===== src/rtl/sb_tx_serializer_if.sv =====
//------------------------------------------------------------------------------
// Module  : sb_tx_serializer_if
// Brief   : Packet handshake and sideband TX tile signals of the serializer.
// Revision: 1.0
//------------------------------------------------------------------------------
`default_nettype none

interface sb_tx_serializer_if #(
    parameter int PKT_BITS = 64
);
    logic [PKT_BITS-1:0] pkt_data;
    logic                pkt_valid;
    logic                pkt_ready;
    logic                sb_txdata;
    logic                sb_txclk_en;
    logic                busy;
    logic                pkt_done;

    modport master (
        output pkt_data, pkt_valid,
        input  pkt_ready, sb_txdata, sb_txclk_en, busy, pkt_done
    );

    modport slave (
        input  pkt_data, pkt_valid,
        output pkt_ready, sb_txdata, sb_txclk_en, busy, pkt_done
    );
endinterface

`default_nettype wire


===== src/rtl/sb_tx_serializer.sv =====
//------------------------------------------------------------------------------
// Module  : sb_tx_serializer
// Brief   : Sideband TX serializer, LSB first, gated clock enable, idle gap.
// Revision: 1.0
//------------------------------------------------------------------------------
`default_nettype none

module sb_tx_serializer #(
    parameter int PKT_BITS = 64,
    parameter int GAP_UI   = 32,
    parameter int CNT_W    = 7
) (
    input  wire logic           clk,
    input  wire logic           reset,
    sb_tx_serializer_if.slave   bus
);
    typedef enum logic [1:0] {
        S_IDLE = 2'd0,
        S_SEND = 2'd1,
        S_GAP  = 2'd2
    } state_t;

    localparam logic [CNT_W-1:0] c_PKT_LAST = CNT_W'(PKT_BITS - 1);
    localparam logic [CNT_W-1:0] c_DONE_AT  = CNT_W'(PKT_BITS - 2);
    localparam logic [CNT_W-1:0] c_GAP_LAST = CNT_W'(GAP_UI - 1);
    localparam logic [CNT_W-1:0] c_ONE      = CNT_W'(1);

    state_t              state_q;
    logic [PKT_BITS-1:0] shreg_q;
    logic [CNT_W-1:0]    cnt_q;
    logic                txdata_q;
    logic                clk_en_q;
    logic                busy_q;
    logic                done_q;

    logic                w_ready;
    logic                w_accept;

    assign w_ready  = !reset && ((state_q == S_IDLE) ||
                                 ((state_q == S_GAP) && (cnt_q == c_GAP_LAST)));
    assign w_accept = w_ready && bus.pkt_valid;

    always_ff @(posedge clk) begin
        if (reset) begin
            state_q  <= S_IDLE;
            shreg_q  <= '0;
            cnt_q    <= '0;
            txdata_q <= 1'b0;
            clk_en_q <= 1'b0;
            busy_q   <= 1'b0;
            done_q   <= 1'b0;
        end else begin
            txdata_q <= 1'b0;
            clk_en_q <= 1'b0;
            done_q   <= 1'b0;
            case (state_q)
                S_SEND: begin
                    if (cnt_q == c_PKT_LAST) begin
                        state_q <= S_GAP;
                        cnt_q   <= '0;
                    end else begin
                        txdata_q <= shreg_q[0];
                        clk_en_q <= 1'b1;
                        shreg_q  <= shreg_q >> 1;
                        cnt_q    <= cnt_q + c_ONE;
                        done_q   <= (cnt_q == c_DONE_AT);
                    end
                end
                S_GAP: begin
                    if (cnt_q == c_GAP_LAST) begin
                        state_q <= S_IDLE;
                        busy_q  <= 1'b0;
                        cnt_q   <= '0;
                    end else begin
                        cnt_q <= cnt_q + c_ONE;
                    end
                end
                default: begin
                    state_q <= S_IDLE;
                end
            endcase
            // Bit 0 goes straight to the output register; the rest shift out of shreg_q.
            if (w_accept) begin
                state_q  <= S_SEND;
                shreg_q  <= bus.pkt_data >> 1;
                txdata_q <= bus.pkt_data[0];
                clk_en_q <= 1'b1;
                busy_q   <= 1'b1;
                cnt_q    <= '0;
                done_q   <= 1'b0;
            end
        end
    end

    assign bus.pkt_ready   = w_ready;
    assign bus.sb_txdata   = txdata_q;
    assign bus.sb_txclk_en = clk_en_q;
    assign bus.busy        = busy_q;
    assign bus.pkt_done    = done_q;

endmodule

`default_nettype wire

===== src/flat_wrapper.sv =====
// flat-port wrapper written by rule: the top's interface ports become plain ports
module sb_tx_serializer_flat 
#(
    parameter int PKT_BITS = 64,
    parameter int GAP_UI   = 32,
    parameter int CNT_W    = 7
)
  (clk, reset, bus_pkt_data, bus_pkt_valid, bus_pkt_ready, bus_sb_txdata, bus_sb_txclk_en, bus_busy, bus_pkt_done);
  sb_tx_serializer_if #(.PKT_BITS(PKT_BITS)) bus_i ();
  input  wire logic clk;
  input  wire logic reset;
  input wire logic [$bits(bus_i.pkt_data)-1:0] bus_pkt_data;
  input wire logic [$bits(bus_i.pkt_valid)-1:0] bus_pkt_valid;
  output wire logic [$bits(bus_i.pkt_ready)-1:0] bus_pkt_ready;
  output wire logic [$bits(bus_i.sb_txdata)-1:0] bus_sb_txdata;
  output wire logic [$bits(bus_i.sb_txclk_en)-1:0] bus_sb_txclk_en;
  output wire logic [$bits(bus_i.busy)-1:0] bus_busy;
  output wire logic [$bits(bus_i.pkt_done)-1:0] bus_pkt_done;
  assign bus_i.pkt_data = bus_pkt_data;
  assign bus_i.pkt_valid = bus_pkt_valid;
  assign bus_pkt_ready = bus_i.pkt_ready;
  assign bus_sb_txdata = bus_i.sb_txdata;
  assign bus_sb_txclk_en = bus_i.sb_txclk_en;
  assign bus_busy = bus_i.busy;
  assign bus_pkt_done = bus_i.pkt_done;
  sb_tx_serializer #(.PKT_BITS(PKT_BITS), .GAP_UI(GAP_UI), .CNT_W(CNT_W)) u_core (.clk(clk), .reset(reset), .bus(bus_i));
endmodule

===== config.mk =====
export PLATFORM = sky130hd
export DESIGN_NAME = sb_tx_serializer_flat
export DESIGN_NICKNAME = d
export VERILOG_FILES = /design/src/rtl/sb_tx_serializer_if.sv /design/src/rtl/sb_tx_serializer.sv /design/src/flat_wrapper.sv
export SDC_FILE = /design/constraint.sdc
export NUM_CORES = 1
export LEC_CHECK = 0
export ABC_CLOCK_PERIOD_IN_PS = 2700
export CAP_MARGIN = 5
export CORE_MARGIN = 1
export CORE_UTILIZATION = 62
export CTS_CLUSTER_DIAMETER = 30
export CTS_CLUSTER_SIZE = 40
export DETAILED_ROUTE_END_ITERATION = 8
export DONT_BUFFER_PORTS = 1
export PLACE_DENSITY = 0.78
export SETUP_SLACK_MARGIN = 0.1
export SYNTH_ARGS = -nofsm -noshare
export SYNTH_HDL_FRONTEND = slang
export SYNTH_SLANG_ARGS = --single-unit

===== constraint.sdc =====
create_clock -name clk -period 2.7 [get_ports clk]
set_input_delay 0.81 -clock clk [delete_from_list [all_inputs] [get_ports clk]]
set_output_delay 0.81 -clock clk [all_outputs]
set_load 0.05 [all_outputs]

Yosys cells after proc, flatten, opt, wreduce, memory -nomap -nowiden
Cells that the tools add are included.
{"block": "word_totals", "reg_bits": 76, "output_inout_bits": 5}
{"block": "op_classes", "eq_ne": 10, "n_mux": 19, "add_sub_neg": 1, "n_bitwise": 1, "n_reduce_logical": 16}
{"operator": "$mux W63", "n": 3}
{"operator": "$eq A7 B6 Y1 const B", "n": 2}
{"operator": "$mux W7", "n": 2}
{"operator": "$pmux W7 S2", "n": 1}
{"operator": "$mux W1", "n": 10}
{"operator": "$reduce_and A2 Y1", "n": 4}
{"operator": "$reduce_bool A2 Y1", "n": 4}
{"operator": "$add A7 B1 Y7 const B", "n": 1}
{"operator": "$eq A7 B5 Y1 const B", "n": 1}
{"operator": "$mux W2", "n": 2}
{"operator": "$ne A2 B1 Y1 const B", "n": 2}
{"operator": "$pmux W2 S2", "n": 1}
{"operator": "$reduce_or A4 Y1", "n": 1}
{"operator": "$logic_and A1 B1 Y1", "n": 3}
{"operator": "$ne A3 B1 Y1 const B", "n": 1}
{"operator": "$ne A3 B2 Y1 const B", "n": 1}
{"operator": "$eq A2 B1 Y1 const B", "n": 1}
{"operator": "$eq A2 B2 Y1 const B", "n": 1}
{"operator": "$logic_not A2 Y1", "n": 1}
{"operator": "$ne A2 B2 Y1 const B", "n": 1}
{"operator": "$reduce_or A2 Y1", "n": 1}
{"operator": "$logic_not A1 Y1", "n": 1}
{"operator": "$logic_or A1 B1 Y1", "n": 1}
{"operator": "$not A1 Y1", "n": 1}

Depth between registers and ports, before layout
Gate-level depths: netlist of the first run.
{"block": "depth", "ltp_word": 7, "depth_mapped": 8, "mapped_depth_nobuf": 6}

Worst setup path before layout of the first run
Ideal clock, no wire load.
{"block": "synth_path", "path_type": "register to output", "start": "register u_core.cnt_q[0]", "end": "output bus_pkt_ready", "slack_ps": -166, "arrival_ps": 2056, "n_path_buf": 0, "stages_incl_launch_ff": 5, "cell_sequence": "dfxtp_1 > ha_1 > nand3b_4 > or4_1 > a21oi_1"}
{"block": "synth_between", "elab_chain_cells": 4}
{"item": "start, declared", "line": "sb_tx_serializer.sv:30", "source": "logic [CNT_W-1:0] cnt_q;"}
{"item": "start signal, assigned", "line": "sb_tx_serializer.sv:65", "source": "cnt_q <= cnt_q + c_ONE;"}
{"item": "start signal, assigned", "line": "sb_tx_serializer.sv:75", "source": "cnt_q <= cnt_q + c_ONE;"}
{"item": "$eq A7 B5 Y1", "line": "sb_tx_serializer.sv:40", "source": "((state_q == S_GAP) && (cnt_q == c_GAP_LAST)));"}
{"item": "$logic_and A1 B1 Y1", "line": "sb_tx_serializer.sv:40"}
{"item": "$logic_or A1 B1 Y1", "line": "sb_tx_serializer.sv:39", "source": "assign w_ready = !reset && ((state_q == S_IDLE) ||"}
{"item": "$logic_and A1 B1 Y1", "line": "sb_tx_serializer.sv:39"}
{"item": "end, declared", "line": "flat_wrapper.sv:14", "source": "output wire logic [$bits(bus_i.pkt_ready)-1:0] bus_pkt_ready;"}
No other way between the ends.

Worst setup path after layout of the first run
{"block": "layout_path", "start": "register u_core.cnt_q[1]", "end": "output bus_pkt_ready"}
The elaborated chain is that of the path after synthesis.

==> results of run 1 <==
==> how the worst min path moves through the flow <==
stage,from,endpoint,slack [ps],cells past startpoint
floorplan,u_core.shreg_q[39],u_core.shreg_q[38],430,2
global placement,u_core.shreg_q[3],u_core.shreg_q[2],440,2
detailed placement,u_core.shreg_q[45],u_core.shreg_q[44],450,2
CTS,u_core.shreg_q[45],u_core.shreg_q[44],460,2
global route,u_core.shreg_q[7],u_core.shreg_q[7],470,2
finish,u_core.shreg_q[46],u_core.shreg_q[45],450,2
==> synthesized netlist by cell type <==
master      n
nand4_1     4
o32ai_1     1
a2111oi_0   1
and3_1      1
buf_4       4
o21ai_4     2
clkbuf_1   16
dfxtp_1    76
o21ai_0    38
nor3_1      4
o21ai_1    26
nor4_1      1
o31a_1      1
nand4b_1    1
mux2i_1     1
nand2_1    68
clkinv_1    1
buf_12      1
ha_1        5
o211ai_1    1
o21a_2      1
or4_1       1
inv_1       5
xnor2_1     2
a211oi_1    1
xor2_1      4
buf_2       1
a21oi_1    73
nand4bb_2   1
buf_6      15
o21a_1      1
nand3_1     3
nand3b_4    1
nand3b_1    1
a21oi_2    56
nor2_1      7
==> repair_timing <==
action	4_1_cts	5_1_grt
setup buffers	5	0
cloned	0	0
pin swaps	3	0
gates resized for setup	11	0
setup endpoints to repair	1	1
==> flip-flops by register name (all words and copies together) (netlist names) <==
| signal | flops |
|---|---|
| u_core.bus.sb_txdata | 1 |
| u_core.state_q | 2 |
| u_core.bus.sb_txclk_en | 1 |
| u_core.bus.pkt_done | 1 |
| u_core.shreg_q | 63 |
| u_core.cnt_q | 7 |
| u_core.bus.busy | 1 |
==> tightest hold or removal path: stages, from the launching register on <==
cell and delay [ps]:
dfxtp_1 310, nand2_1 50, a21oi_1 50
==> kinds of logic after synthesis <==
group,Yosys count,share of synthesized area
xor gates and xnor gates,6,0.01446
DFF,76,0.4187
muxes,1,0.002755
AOI/OAI and AO/OA,202,0.3485
buffers and inverters,43,0.08437
and+or+nand+nor,93,0.1140
adders and majority gates,5,0.01722
==> layer usage <==
layer | vias up | track usage
met4 | 0 | 0.07778
met3 | 11 | 0.08488
met1 | 1395 | 0.3063
li1 | 1461 | -
met2 | 77 | 0.4209
met5 | - | 0
==> stage by stage <==
step	setup WS (ps)	total power [W]
after CTS	99.71	0.002607
after global routing	46.72	0.002707
after global placement	213.5	0.001621
after floorplan	118.7	0.001595
final	95.43	0.002597
after detailed placement	174.3	0.001634
==> cell type report <==
cell class | count | area (sq um) | area share
Multi-Input combinational cell | 307 | 1847 | 0.4761
Sequential cell | 76 | 1529 | 0.3942
Timing Repair Buffer | 15 | 162.7 | 0.04194
Clock buffer | 13 | 158.9 | 0.04097
Tap cell | 72 | 90.09 | 0.02323
Clock inverter | 3 | 68.82 | 0.01774
Inverter | 6 | 22.52 | 0.005806
==> where the power goes <==
part	switching (W)	internal, W	total [W]
clock network	0.000408	0.000574	0.000983
registers	0.0000623	0.00121	0.00127
logic	0.000213	0.000130	0.000343
==> results.txt, run 1 <==
Yosys warnings - 0
Initial antenna violation count - 0
Max Transition Viols Final - 0
Syn avg cell area - 8.529 sq um
DR vias - 2944
Max_cap viols - 0
Synth Register Bits - 76
I/O Pins - 72
Fill count - 444
Layout cells sized above 1 - 0.2333
Clock Latency Late Sink - 350 ps
Hold_buf cts - 0
Unique cell type count in the Yosys netlist - 36
CTS sink cnt - 76
Setup crit end kind - output port
Placed cell count - 471
Crit Path Category - reg2out
Mapped Cells - 426
Final Hold Fails - 0
Non-Filler Instances - 492
Buf/Inv on CP - 1
Metal-1 WL - 3371 microns
Wirelength, routed - 7427 microns
Commonest non-fill, non-tap cells in the layout - dfxtp_1, a21oi_1, nand2_1
Pwr Density - 669.6 nW/um^2
Worst path arrival time - 1790 ps
Global-route wire length before repair - 12450 microns
Clock Skew - 11.30 ps
Post-Syn Area - 3633 sq um
Top layer in use - met4
Synth area leader - dfxtp_1
Initial Util - 0.6519
Lkg Pwr - 1.318 nW
Slowest-stage cell, CP - or4_4
1st-iter DRT viols - 167
Hold WC Path Type - reg2reg
Hold_ws - 453.9 ps
Flop2flop setup slack - 900 ps
Vias in the first global route - 2820
Drt drc - 0
Vias per cell - 5.984
Antenna fix cells - 0
Placed inst area - 3570 sq um
Levels on crit path - 5
Area contributors post-synth - dfxtp_1, a21oi_2, a21oi_1
Antenna-violating nets left - 0
Final Util - 0.6958
Die W - 78.56 microns
Clk buf depth - 2
Clock-pin transition on the worst setup and hold timing paths - 80 ps
Worst Setup SP - u_core.cnt_q[1]
CTS buffer count - 9
Family with the most delay on the worst path - simple AND/OR/NAND/NOR gates
Layout area overhead - 6.749%
Routability congestion estimate - 0.8407
RR Endpoint - u_core.cnt_q[5]
Cells on worst reg2reg path - 7
Gr usage total - 0.2527
Commonest non-fill, non-tap cell in the layout - dfxtp_1
Clock tree from TritonCTS - yes
Critical path cell sequence - ha_4, nand3b_4, or4_4, a21oi_4, buf_12
Avg WL per Cell - 15.10 microns
Worst r2r src - u_core.cnt_q[1]
H-tree levels - 3
Fin area - 3879 sq um
Sequential area share after synthesis - 0.4187
Row cnt - 27
NumNets Final - 487
Total negative slack - 0 ps
Unrepaired setup endpoints after global routing - yes
Peak VDD IR - 0.3883 mV
CTS root buf - clkbuf_8
Worst slew pin tran - 520.7 ps
Worst Path Required - 1890 ps
Outcome - completed
Fmax - 383.9 MHz
Crit start category - flip-flop
DRT Pass-1 Iters - 4
Setup violators final - 0
Syn_nets - 498
Crit share post-route - 0.9647
# port buffers - 0
Area share of the largest cell type after synthesis - 0.4187
Slew HR - 0.6524
Dpl hpwl - 4475 microns
Chip Height - 78.56 microns
Largest net degree at the start of global routing - 66
Routed wl met2 - 3467 microns
Core area - 5574 sq um
Critical-path maximum fanout - 2
Die ar. - 6171 sq um
Grt ovf - 0
Post-layout minimum cycle time - 2605 ps
WL met3 - 500 microns
CP max stage delay - 540 ps
Setup crit end - bus_pkt_ready
Power figures use the tool's default switching activity.
==> run 2: changes to the inputs <==
--- a/config.mk
+++ b/config.mk
@@ -13,7 +13,7 @@
 export CTS_CLUSTER_SIZE = 40
 export DETAILED_ROUTE_END_ITERATION = 8
 export DONT_BUFFER_PORTS = 1
-export PLACE_DENSITY = 0.78
+export PLACE_DENSITY = 0.85
 export SETUP_SLACK_MARGIN = 0.1
 export SYNTH_ARGS = -nofsm -noshare
 export SYNTH_HDL_FRONTEND = slang
==> run 2 against run 1 <==
  * Power decreased by 8.0%
  * Design area down 0.97%
  * Critical path depth unchanged
  * Clock-buffer cell count shrank 1
==> results.txt, run 2 (synthesized netlist as in run 1, its figures left out) <==
Outcome - completed
Worst Path Required - 1890 ps (about the same)
Top layer in use - met4
Hold WC Path Type - reg2reg
Lkg Pwr - 1.293 nW (-1.9%)
Core area - 5574 sq um (unchanged)
Dpl hpwl - 4746 microns (+6.1%)
Critical-path maximum fanout - 2 (unchanged)
Setup crit end kind - output port
CTS sink cnt - 76 (unchanged)
Gr usage total - 0.2678 (+0.01503)
Unrepaired setup endpoints after global routing - yes
DRT Pass-1 Iters - 4 (unchanged)
Total negative slack - 0 ps (unchanged)
Vias per cell - 6.047 (+1.1%)
Metal-1 WL - 3420 microns (+1.5%)
Global-route wire length before repair - 13050 microns (+4.8%)
Final Hold Fails - 0 (unchanged)
NumNets Final - 488 (+0.21%)
Antenna-violating nets left - 0 (unchanged)
Clock Latency Late Sink - 340 ps (about the same)
Regs by FF count - u_core.shreg_q (63), u_core.cnt_q (7), u_core.state_q (2)
WL met3 - 516 microns (+3.2%)
I/O Pins - 72 (unchanged)
Drt drc - 0 (unchanged)
Commonest non-fill, non-tap cells in the layout - a21oi_1, dfxtp_1, nand2_1
Chip Height - 78.56 microns (unchanged)
Largest net degree at the start of global routing - 68 (+3.0%)
Commonest non-fill, non-tap cell in the layout - a21oi_1
Hold_ws - 448.1 ps (-5.825 ps)
Setup violators final - 0 (unchanged)
Largest register FFs - 63 (unchanged)
Routability congestion estimate - 0.8802 (+4.7%)
Critical path cell sequence - ha_4, nand3b_4, or4_4, a21oi_4, buf_12
Fmax - 384.2 MHz (about the same)
Antenna fix cells - 0 (unchanged)
Vias in the first global route - 2753 (-2.4%)
Row cnt - 27 (unchanged)
CP max stage delay - 520 ps (-20 ps)
Hold_buf cts - 0 (unchanged)
1st-iter DRT viols - 173 (+3.6%)
Crit start category - flip-flop
CTS root buf - clkbuf_8
Family with the most delay on the worst path - simple AND/OR/NAND/NOR gates
CTS buffer count - 9 (unchanged)
Pre-CTS WS - 148.6 ps (-25.71 ps)
Crit Path Category - reg2out
Largest reg by FF count - u_core.shreg_q
Worst path arrival time - 1790 ps (about the same)
Max Transition Viols Final - 0 (unchanged)
Clock tree from TritonCTS - yes
H-tree levels - 3 (unchanged)
Layout cells sized above 1 - 0.2447 (+0.01132)
Worst slew pin tran - 762.4 ps (+241.7 ps)
Grt ovf - 0 (unchanged)
Die ar. - 6171 sq um (unchanged)
Avg WL per Cell - 15.87 microns (+5.1%)
Fill count - 441 (-0.68%)
Wirelength, routed - 7823 microns (+5.3%)
Setup ws final - 97.18 ps (+1.755 ps)
Buf/Inv on CP - 1 (unchanged)
Pwr Density - 622.2 nW/um^2 (-7.1%)
Placed cell count - 470 (-0.21%)
Slew HR - 0.4886 (-0.1638)
Clk buf depth - 2 (unchanged)
Layout area overhead - 5.716%
Initial antenna violation count - 0 (unchanged)
Post-layout minimum cycle time - 2603 ps (-1.755 ps)
DR vias - 2981 (+1.3%)
Max_cap viols - 0 (unchanged)
Non-Filler Instances - 493 (+0.20%)
Flop2flop setup slack - 710 ps (-190 ps)
Clock Skew - 4.238 ps (-7.062 ps)
Pwr Total - 0.002390 W (-8.0%)
Clock-pin transition on the worst setup and hold timing paths - 80 ps (about the same)
Routed wl met2 - 3674 microns (+6.0%)
Initial Util - 0.6519 (unchanged)
Die W - 78.56 microns (unchanged)
Slowest-stage cell, CP - or4_4
# port buffers - 0 (unchanged)
Peak VDD IR - 0.3384 mV (-13%)
Crit share post-route - 0.9640 (about the same)
==> run 2: cell types whose count changed in the layout (fill, tap and decap cells not counted), moves of 2 or more <==
cell	before	now
clkinvlp_4	0	2
clkinv_2	0	2
dfxtp_2	0	3
dfxtp_1	74	71
bufinv_16	2	0
==> run 2: final cells by class <==
class                           count  area [sq um]  area share
Multi-Input combinational cell    307          1853      0.4824
Sequential cell                    76          1533      0.3990
Timing Repair Buffer               16         170.2     0.04430
Clock buffer                       12         145.1     0.03779
Tap cell                           72         90.09     0.02345
Clock inverter                      4         25.02    0.006515
Inverter                            6         25.02    0.006515
==> run 2: metal layers <==
layer,global-route usage,vias to the layer above
li1,-,1471
met1,0.3455,1396
met2,0.4191,89
met3,0.06279,25
met4,0.1296,0
met5,0,-
==> run 2: where the power goes <==
group | internal, W | switching [W]
Sequential | 0.00121 | 0.0000630
Clock | 0.000357 | 0.000411
Combinational | 0.000133 | 0.000217
Total | 0.00170 | 0.000691
==> run 2: worst reg2reg max path, stage by stage (launching register included) <==
cell,delay [ps]
dfxtp_4,360
ha_4,170
buf_4,150
nand4_1,190
o21a_4,610
o211ai_1,290
nor2_1,160
==> run 2: final timing paths <==
check,to,cells after the start,start
worst max register to register,u_core.cnt_q[5],6,u_core.cnt_q[0]
worst min-delay path,u_core.shreg_q[60],2,u_core.shreg_q[61]
worst min register to register,u_core.shreg_q[60],2,u_core.shreg_q[61]
worst max-delay path,bus_pkt_ready,5,u_core.cnt_q[0]
==> run 2: metrics by stage <==
step / instance area [sq um] / util
6_report: 3841 / 0.6891
5_1_grt: 3841 / 0.6891
3_5_place_dp: 3562 / 0.6391
2_1_floorplan: 3637 / -
4_1_cts: 3815 / 0.6844
3_3_place_gp: 3562 / 0.6391
==> run 2: what timing repair did <==
action	CTS	global route
buffers inserted	5	2
pin swaps	3	4
gates resized for setup	12	5
endpoints found under the setup margin	1	3
